<file path="config.mk">
export PLATFORM = sky130hd
export DESIGN_NAME = acc_readout_flat
export DESIGN_NICKNAME = d
export VERILOG_FILES = /design/src/rtl/acc_readout_if.sv /design/src/rtl/acc_readout.sv /design/src/flat_wrapper.sv
export SDC_FILE = /design/constraint.sdc
export NUM_CORES = 1
export LEC_CHECK = 0
export CAP_MARGIN = 20
export CORE_ASPECT_RATIO = 1.1
export CORE_MARGIN = 3
export CORE_UTILIZATION = 51
export CTS_CLUSTER_DIAMETER = 100
export DETAILED_ROUTE_END_ITERATION = 8
export GPL_ROUTABILITY_DRIVEN = 0
export MAX_ROUTING_LAYER = met4
export PLACE_DENSITY = 0.95
export RECOVER_POWER = 25
export SYNTH_ARGS = -nofsm -noshare
export SYNTH_HDL_FRONTEND = slang
export SYNTH_SLANG_ARGS = --single-unit
</file>
<file path="constraint.sdc">
create_clock -name clk -period 2.56 [get_ports clk]
set_input_delay 0.512 -clock clk [delete_from_list [all_inputs] [get_ports clk]]
set_output_delay 0.512 -clock clk [all_outputs]
set_load 0.005 [all_outputs]
</file>
<file path="src/rtl/acc_readout_if.sv">
// Handshake and data bundle between the accumulator, acc_readout and the downstream consumer.
// master = readout side (drives stream/status), slave = environment side.
interface acc_readout_if #(
  parameter int N         = 4,
  parameter int ACC_WIDTH = 16,
  parameter int IDX_W     = (N > 1) ? $clog2(N) : 1
);
  logic                            start;
  logic [N-1:0][ACC_WIDTH-1:0]     sum;
  logic                            acc_clear;
  logic                            out_valid;
  logic                            out_ready;
  logic [ACC_WIDTH-1:0]            out_data;
  logic [IDX_W-1:0]                out_idx;
  logic                            out_last;
  logic                            busy;
  logic                            done;

  modport master (
    input  start, sum, out_ready,
    output acc_clear, out_valid, out_data, out_idx, out_last, busy, done
  );

  modport slave (
    output start, sum, out_ready,
    input  acc_clear, out_valid, out_data, out_idx, out_last, busy, done
  );
endinterface

</file>
<file path="src/rtl/acc_readout.sv">
// Snapshots the accumulator array on start and drains it one element per handshake.
// Optional build macro ACC_READOUT_RELU_EN clamps negative elements to zero on output.
//
// state  | meaning
// IDLE   | waiting for start; no element presented
// STREAM | presenting shadow[idx] until the last element is accepted
module acc_readout #(
  parameter int DIM_ROW2  = 2,
  parameter int DIM_COL2  = 2,
  parameter int ACC_WIDTH = 16
) (
  input  logic               clk,
  input  logic               rst_n,
  acc_readout_if.master      bus
);
  localparam int N     = DIM_ROW2 * DIM_COL2;
  localparam int IDX_W = (N > 1) ? $clog2(N) : 1;
  localparam logic [IDX_W-1:0] LAST_IDX = IDX_W'(N - 1);

  typedef enum logic {IDLE, STREAM} state_t;

  state_t                          state_q, state_d;
  logic [IDX_W-1:0]                idx_q, idx_d;
  logic [N-1:0][ACC_WIDTH-1:0]     shadow_q, shadow_d;
  logic                            acc_clear_q, acc_clear_d;
  logic                            done_q, done_d;
  logic [ACC_WIDTH-1:0]            elem;

  always_ff @(posedge clk or negedge rst_n) begin
    if (!rst_n) begin
      state_q     <= IDLE;
      idx_q       <= '0;
      shadow_q    <= '0;
      acc_clear_q <= 1'b0;
      done_q      <= 1'b0;
    end else begin
      state_q     <= state_d;
      idx_q       <= idx_d;
      shadow_q    <= shadow_d;
      acc_clear_q <= acc_clear_d;
      done_q      <= done_d;
    end
  end

  always_comb begin
    state_d     = state_q;
    idx_d       = idx_q;
    shadow_d    = shadow_q;
    acc_clear_d = 1'b0;
    done_d      = 1'b0;
    unique case (state_q)
      IDLE: begin
        if (bus.start) begin
          shadow_d    = bus.sum;
          idx_d       = '0;
          acc_clear_d = 1'b1;
          state_d     = STREAM;
        end
      end
      STREAM: begin
        // start is deliberately not looked at here: requests while busy are dropped
        if (bus.out_ready) begin
          if (idx_q == LAST_IDX) begin
            idx_d   = '0;
            done_d  = 1'b1;
            state_d = IDLE;
          end else begin
            idx_d = idx_q + IDX_W'(1);
          end
        end
      end
      default: state_d = IDLE;
    endcase
  end

  assign elem = shadow_q[idx_q];

  // Outputs decode registered state only, so out_valid never sees out_ready combinationally
  assign bus.out_valid = (state_q == STREAM);
  assign bus.busy      = (state_q != IDLE);
  assign bus.out_idx   = idx_q;
  assign bus.out_last  = (state_q == STREAM) && (idx_q == LAST_IDX);
  assign bus.acc_clear = acc_clear_q;
  assign bus.done      = done_q;

`ifdef ACC_READOUT_RELU_EN
  assign bus.out_data = elem[ACC_WIDTH-1] ? '0 : elem;
`else
  assign bus.out_data = elem;
`endif
endmodule

</file>
<file path="src/flat_wrapper.sv">
// flat-port wrapper written by rule: the top's interface ports become plain ports
module acc_readout_flat 
#(
  parameter int DIM_ROW2  = 2,
  parameter int DIM_COL2  = 2,
  parameter int ACC_WIDTH = 16
)
  (clk, rst_n, bus_start, bus_sum, bus_out_ready, bus_acc_clear, bus_out_valid, bus_out_data, bus_out_idx, bus_out_last, bus_busy, bus_done);
  acc_readout_if #(.N((4)), .ACC_WIDTH(ACC_WIDTH)) bus_i ();
  input  logic clk;
  input  logic rst_n;
  input wire logic [$bits(bus_i.start)-1:0] bus_start;
  input wire logic [$bits(bus_i.sum)-1:0] bus_sum;
  input wire logic [$bits(bus_i.out_ready)-1:0] bus_out_ready;
  output wire logic [$bits(bus_i.acc_clear)-1:0] bus_acc_clear;
  output wire logic [$bits(bus_i.out_valid)-1:0] bus_out_valid;
  output wire logic [$bits(bus_i.out_data)-1:0] bus_out_data;
  output wire logic [$bits(bus_i.out_idx)-1:0] bus_out_idx;
  output wire logic [$bits(bus_i.out_last)-1:0] bus_out_last;
  output wire logic [$bits(bus_i.busy)-1:0] bus_busy;
  output wire logic [$bits(bus_i.done)-1:0] bus_done;
  assign bus_i.start = bus_start;
  assign bus_i.sum = bus_sum;
  assign bus_i.out_ready = bus_out_ready;
  assign bus_acc_clear = bus_i.acc_clear;
  assign bus_out_valid = bus_i.out_valid;
  assign bus_out_data = bus_i.out_data;
  assign bus_out_idx = bus_i.out_idx;
  assign bus_out_last = bus_i.out_last;
  assign bus_busy = bus_i.busy;
  assign bus_done = bus_i.done;
  acc_readout #(.DIM_ROW2(DIM_ROW2), .DIM_COL2(DIM_COL2), .ACC_WIDTH(ACC_WIDTH)) u_core (.clk(clk), .rst_n(rst_n), .bus(bus_i));
endmodule
</file>
==> metrics.yaml, run 1 <==
p_leak_nw: 1.89
grt_pass1_wl_um: 10100
clk_path_buf_depth: 2
dieHeight_um: 89.3
fin_hold_ws_ns: 0.499
diodes: 0
powerDensity_nw_per_um2: 1190
finalSetupViolCount: 0
yosys-top-cells-area: "dfrtp_1 (54%), mux2_4 (23%), mux4_2 (7.7%)"
cp_max_fo: 13
critPathLaunchType: "flop"
final_cells: 349
synth-seq-area-share_pct: 53.7
final_nets: 336
grt_use_total_pct: 19.4
synth_enable_flop_cells: 0
period_share_pct: 95.9
drc_errors: 0
maxCapViolCount: 1
initial_core_util_pct: 54.0
cts_tree: "built"
grt_overflow: 0
period_minus_slack_ns: 2.46
cts-root-buf: "clkbuf_8"
io_buffers: 90
syn_area_per_cell_um2: 18.8
dp_slack_ns: 0.380
numCtsBuffers: 9
setup_tns_ns: 0
drt_iter0_markers: 64
netlist_area_um2: 3210
crit_type: "flop to primary output"
finalWirelength_um: 6300
outcome: "finished, violations left"
drtAntennaViolNets: 0
dp_hpwl_um: 4410
grt_pass1_vias: 2026
slew_viol_final: 70
dr_total_vias: 1841
ys.flop_type: "dfrtp_1"
syn_nets: 240
worstPathRequired_ns: 2.05
cts.sinks: 69
synth_seq_cells: 69
vias_per_cell: 5.28
synth_cells: 171
async_flop_share_pct: 100
area_growth_pct: 36.0
row_count: 29
fillCellCount: 385
yosys.area.top_type_share_pct: 53.7
synth_top_cell_by_area: "dfrtp_1"
peakVddDrop_mv: 0.634
cp.arrival_ns: 1.94
synth_cell_types: 16
grt_max_degree: 70
drive_gt1_share_pct: 36.8
antenna_found_initial: 0
firstDrtPassIters: 4
die-area_um2: 7290
hold_viol: 0
wire_per_inst_um: 18.0
cts_setup_buffers: 0
grt_setup_unrepaired: "no"
ys_warn_count: 0
setup_slack_ns: 0.104
die_w_um: 81.7
violations: "capacitance limit, slew limit"
dpl.cell_count: 333
power_mw: 5.22
cts_htree_levels: 3
coreArea_um2: 5950
ios: 91
fin_worst_skew_ns: 0.00652
max_slew_margin_pct: -10.3
worst_pin_slew_ns: 1.65
clk-insertion-delay-late_ns: 0.33
fmax_ghz: 0.407
hold_class: "flop to flop"
worstSetupEndpointType: "primary output"
cts.reportedPaths.clkPinSlew_ns: 0.07
## synth_stat cells, types with 2 or more instances
cell,number
dfrtp_1,69
nor2_1,3
buf_6,3
mux2_4,49
mux4_2,11
buf_8,5
a32o_1,2
buf_2,3
mux2_2,15
mux4_1,5
## kinds of logic after synthesis
| group | synth area share, % |
|---|---|
| buf+inv | 4.09 |
| mux | 40.2 |
| compound gates | 0.623 |
| flops | 53.7 |
| simple gates | 0.935 |
| fa+ha+maj | 0.389 |
## stage by stage
step                area (µm²)  utilization (%)
floorplan                 3210                -
global placement          4160             69.9
detailed placement        4160             69.9
CTS                       4380             73.7
global route              4370             73.5
finish                    4370             73.5
## layout make-up
cell class	count	area [µm²]	share of cell area, %
well taps	77	96.3	2.20
clock buffers	10	138	3.15
multi-input cells	90	1360	31.2
clock inverters	6	86.3	1.97
repair buffers	97	962	22.0
flip-flops and latches	69	1730	39.5
## routing by layer
layer | vias up | track usage, % | part of all wire (%) | routed length, µm
met5 | - | - | 0 | 0
met4 | 0 | 7.85 | 1.8 | 115
met3 | 12 | 4.64 | 6.1 | 387
met2 | 61 | 29.3 | 49 | 3090
met1 | 941 | 25.4 | 43 | 2700
li1 | 827 | - | - | -
## placed cells by master (no fill, tap or decap), drive strengths merged
master         Yosys  layout
a32o               2       2
and2               1       1
and3               1       1
buf               12       7
bufinv             0       2
clkbuf             0      11
clkdlybuf4s50      0      89
clkinv             0       3
clkinvlp           0       1
dfrtp             69      69
ha                 1       1
mux2              64      64
mux2i              1       1
mux4              16      16
nor2               3       3
nor2b              1       1
## worst max-delay path, cell delays in order, from the launching register on
cell             delay (ns)
dfrtp_1                0.37
buf_6                  0.20
mux4_1                 0.58
clkdlybuf4s50_1        0.46
## sequential cells by signal, summed over array words and instances (netlist names)
name,count
u_core.bus.acc_clear,1
u_core.bus.done,1
u_core.shadow_q,64
u_core.bus.out_idx,2
u_core.bus.busy,1
## power breakdown
part	total, mW	switching, mW	internal (mW)
clock	0.975	0.402	0.573
combinational	2.33	0.649	1.68
sequential	1.92	0.294	1.63
total	5.22	1.34	3.88
## worst paths after layout
check | startpoint | to | slack, ns | cells after the start
min in group asynchronous | rst_n | u_core.shadow_q[57] | 0.69 | 2
max in group asynchronous | rst_n | u_core.shadow_q[21] | 0.89 | 2
setup reg to reg | u_core.bus.busy | u_core.shadow_q[45] | 1.04 | 3
setup / recovery | u_core.bus.out_idx[0] | bus_out_data[11] | 0.10 | 3
hold / removal | u_core.shadow_q[19] | u_core.shadow_q[19] | 0.50 | 1
hold reg to reg | u_core.shadow_q[19] | u_core.shadow_q[19] | 0.50 | 1
## what timing repair did
| action | CTS | global route |
|---|---|---|
| setup endpoints to repair | 0 | 5 |
| gates resized for setup | 0 | 1 |
| hold buffers | 0 | 0 |
Note: power is estimated with default switching activity, not from simulation.
==> run 2: changes to the inputs <==
==> constraint.sdc (replaced) <==
create_clock -name clk -period 2.56 [get_ports clk]
set_input_delay 0.384 -clock clk [delete_from_list [all_inputs] [get_ports clk]]
set_output_delay 0.384 -clock clk [all_outputs]
set_load 0.005 [all_outputs]
==> metrics.yaml, run 2 (synthesized netlist as in run 1, its figures left out) <==
worstPathRequired_ns: 2.18
p_sw_share_pct: 25.8
cp.arrival_ns: 1.99
grt_overflow: 0
cts-root-buf: "clkbuf_8"
wire_per_inst_um: 18.2
cts.sinks: 69
crit_chain: "buf_4 -> mux4_1 -> clkdlybuf4s50_1"
ios: 91
wl_met3_um: 395
period_share_pct: 92.7
dpl_cell_area_um2: 4150
grt_use_total_pct: 19.6
drt_iter0_markers: 62
area_growth_pct: 35.7
grt_setup_unrepaired: "no"
coreArea_um2: 5950
cts_setup_buffers: 0
setup_tns_ns: 0
cts.reportedPaths.clkPinSlew_ns: 0.07
die_w_um: 81.7
drc_errors: 0
maxCapViolCount: 0
fin_hold_ws_ns: 0.346
wl_met1_um: 2670
cts_resized: 0
cp_slowest_cell: "mux4_1"
clk-insertion-delay-late_ns: 0.33
routed.top_layer: "met4"
seqPwrFrac_pct: 37.5
ctsHoldBuffers: 0
grt_max_degree: 50
firstDrtPassIters: 2
vias_per_cell: 5.18
clockPowerShare_pct: 18.7
hold_class: "primary input to async pin"
cts_htree_levels: 3
initial_core_util_pct: 54.0
cts_tree: "built"
regMostFlops: "u_core.shadow_q"
timing.critical_path.buf_inv: 2
pwr-share-comb_pct: 43.8
grt_pass1_vias: 2007
p_leak_nw: 1.88
peakVddDrop_mv: 0.762
cp_max_fo: 13
r2r_end: "u_core.shadow_q[44]"
cp_num_cells: 3
largest_reg_flops: 64
outcome: "finished, final reports clean"
layout_commonest_cell: "clkdlybuf4s50_1"
dieHeight_um: 89.3
critPathLaunchType: "flop"
fmax_ghz: 0.421
crit_type: "flop to primary output"
antenna_found_initial: 0
grt_pass1_wl_um: 10000
drtAntennaViolNets: 0
endpoint: "bus_out_data[11]"
powerDensity_nw_per_um2: 1190
fin_util_pct: 73.3
diodes: 0
r2r_slack_ns: 1.04
final_cells: 348
max_stage_delay_ns: 0.60
mostFrequentLayoutCells: "clkdlybuf4s50_1 (89), dfrtp_1 (69), mux2_4 (49)"
design_area_um2: 4360
slew_viol_final: 0
dpl.cell_count: 332
timing.rr.start: "u_core.bus.busy"
power.switching_mw: 1.34
dp_hpwl_um: 4460
numCtsBuffers: 9
row_count: 29
crit_family: "buffers and inverters"
hold_viol: 0
clk_path_buf_depth: 2
finalSetupViolCount: 0
max_slew_margin_pct: 9.57
io_buffers: 90
crit_path_start: "u_core.bus.out_idx[0]"
wl_met2_um: 3210
r2r_cells: 3
period_minus_slack_ns: 2.37
internal_power_mw: 3.86
dr_total_vias: 1801
worstSetupEndpointType: "primary output"
drive_gt1_share_pct: 36.2
final_nets: 335
fin_worst_skew_ns: 0.00633
finalWirelength_um: 6330
die-area_um2: 7290
worst_pin_slew_ns: 1.36
## run 2: worst min path at each step
stage	to	slack (ns)	depth (start not counted)
global route	u_core.shadow_q[41]	0.44	1
global placement	u_core.shadow_q[25]	0.41	1
CTS	u_core.shadow_q[27]	0.06	1
floorplan	u_core.bus.acc_clear	0.09	0
finish	u_core.shadow_q[41]	0.35	1
detailed placement	u_core.shadow_q[9]	0.43	1
## run 2: power by group through the flow
stage	Combinational, mW	Clock, mW	Sequential [mW]
final	2.28	0.973	1.95
after global routing	2.44	1.05	2.02
after CTS	2.32	0.996	1.96
after detailed placement	2.30	0	1.97
after global placement	2.26	0	1.93
after floorplan	1.52	0	1.83
## run 2: worst reg2reg max path: cells and delay by family (launching register included)
kind                   cells  cell delay (ns)
buffers and inverters      1             0.31
DFF                        1             0.50
muxes                      1             0.41
and+or+nand+nor            1             0.19
## run 2: layer usage
layer | GRT usage [%] | vias up
met5 | - | -
met4 | 7.25 | 0
met3 | 4.84 | 6
met2 | 31.0 | 57
met1 | 24.5 | 908
li1 | - | 830
## run 2: per-stage QoR
step | total power [mW] | setup slack (ns)
final | 5.20 | 0.186
after global routing | 5.51 | 0.0503
after CTS | 5.27 | 0.140
after detailed placement | 4.27 | 0.515
after global placement | 4.18 | 0.543
after floorplan | 3.35 | 0.908
## run 2: area by class of cell
class / count / area [µm²]
fill: 385 / 1590
timing repair buffer: 96 / 950
clock buffer: 10 / 138
sequential: 69 / 1730
multi-input combinational: 90 / 1360
clock inverter: 6 / 86.3
tap: 77 / 96.3
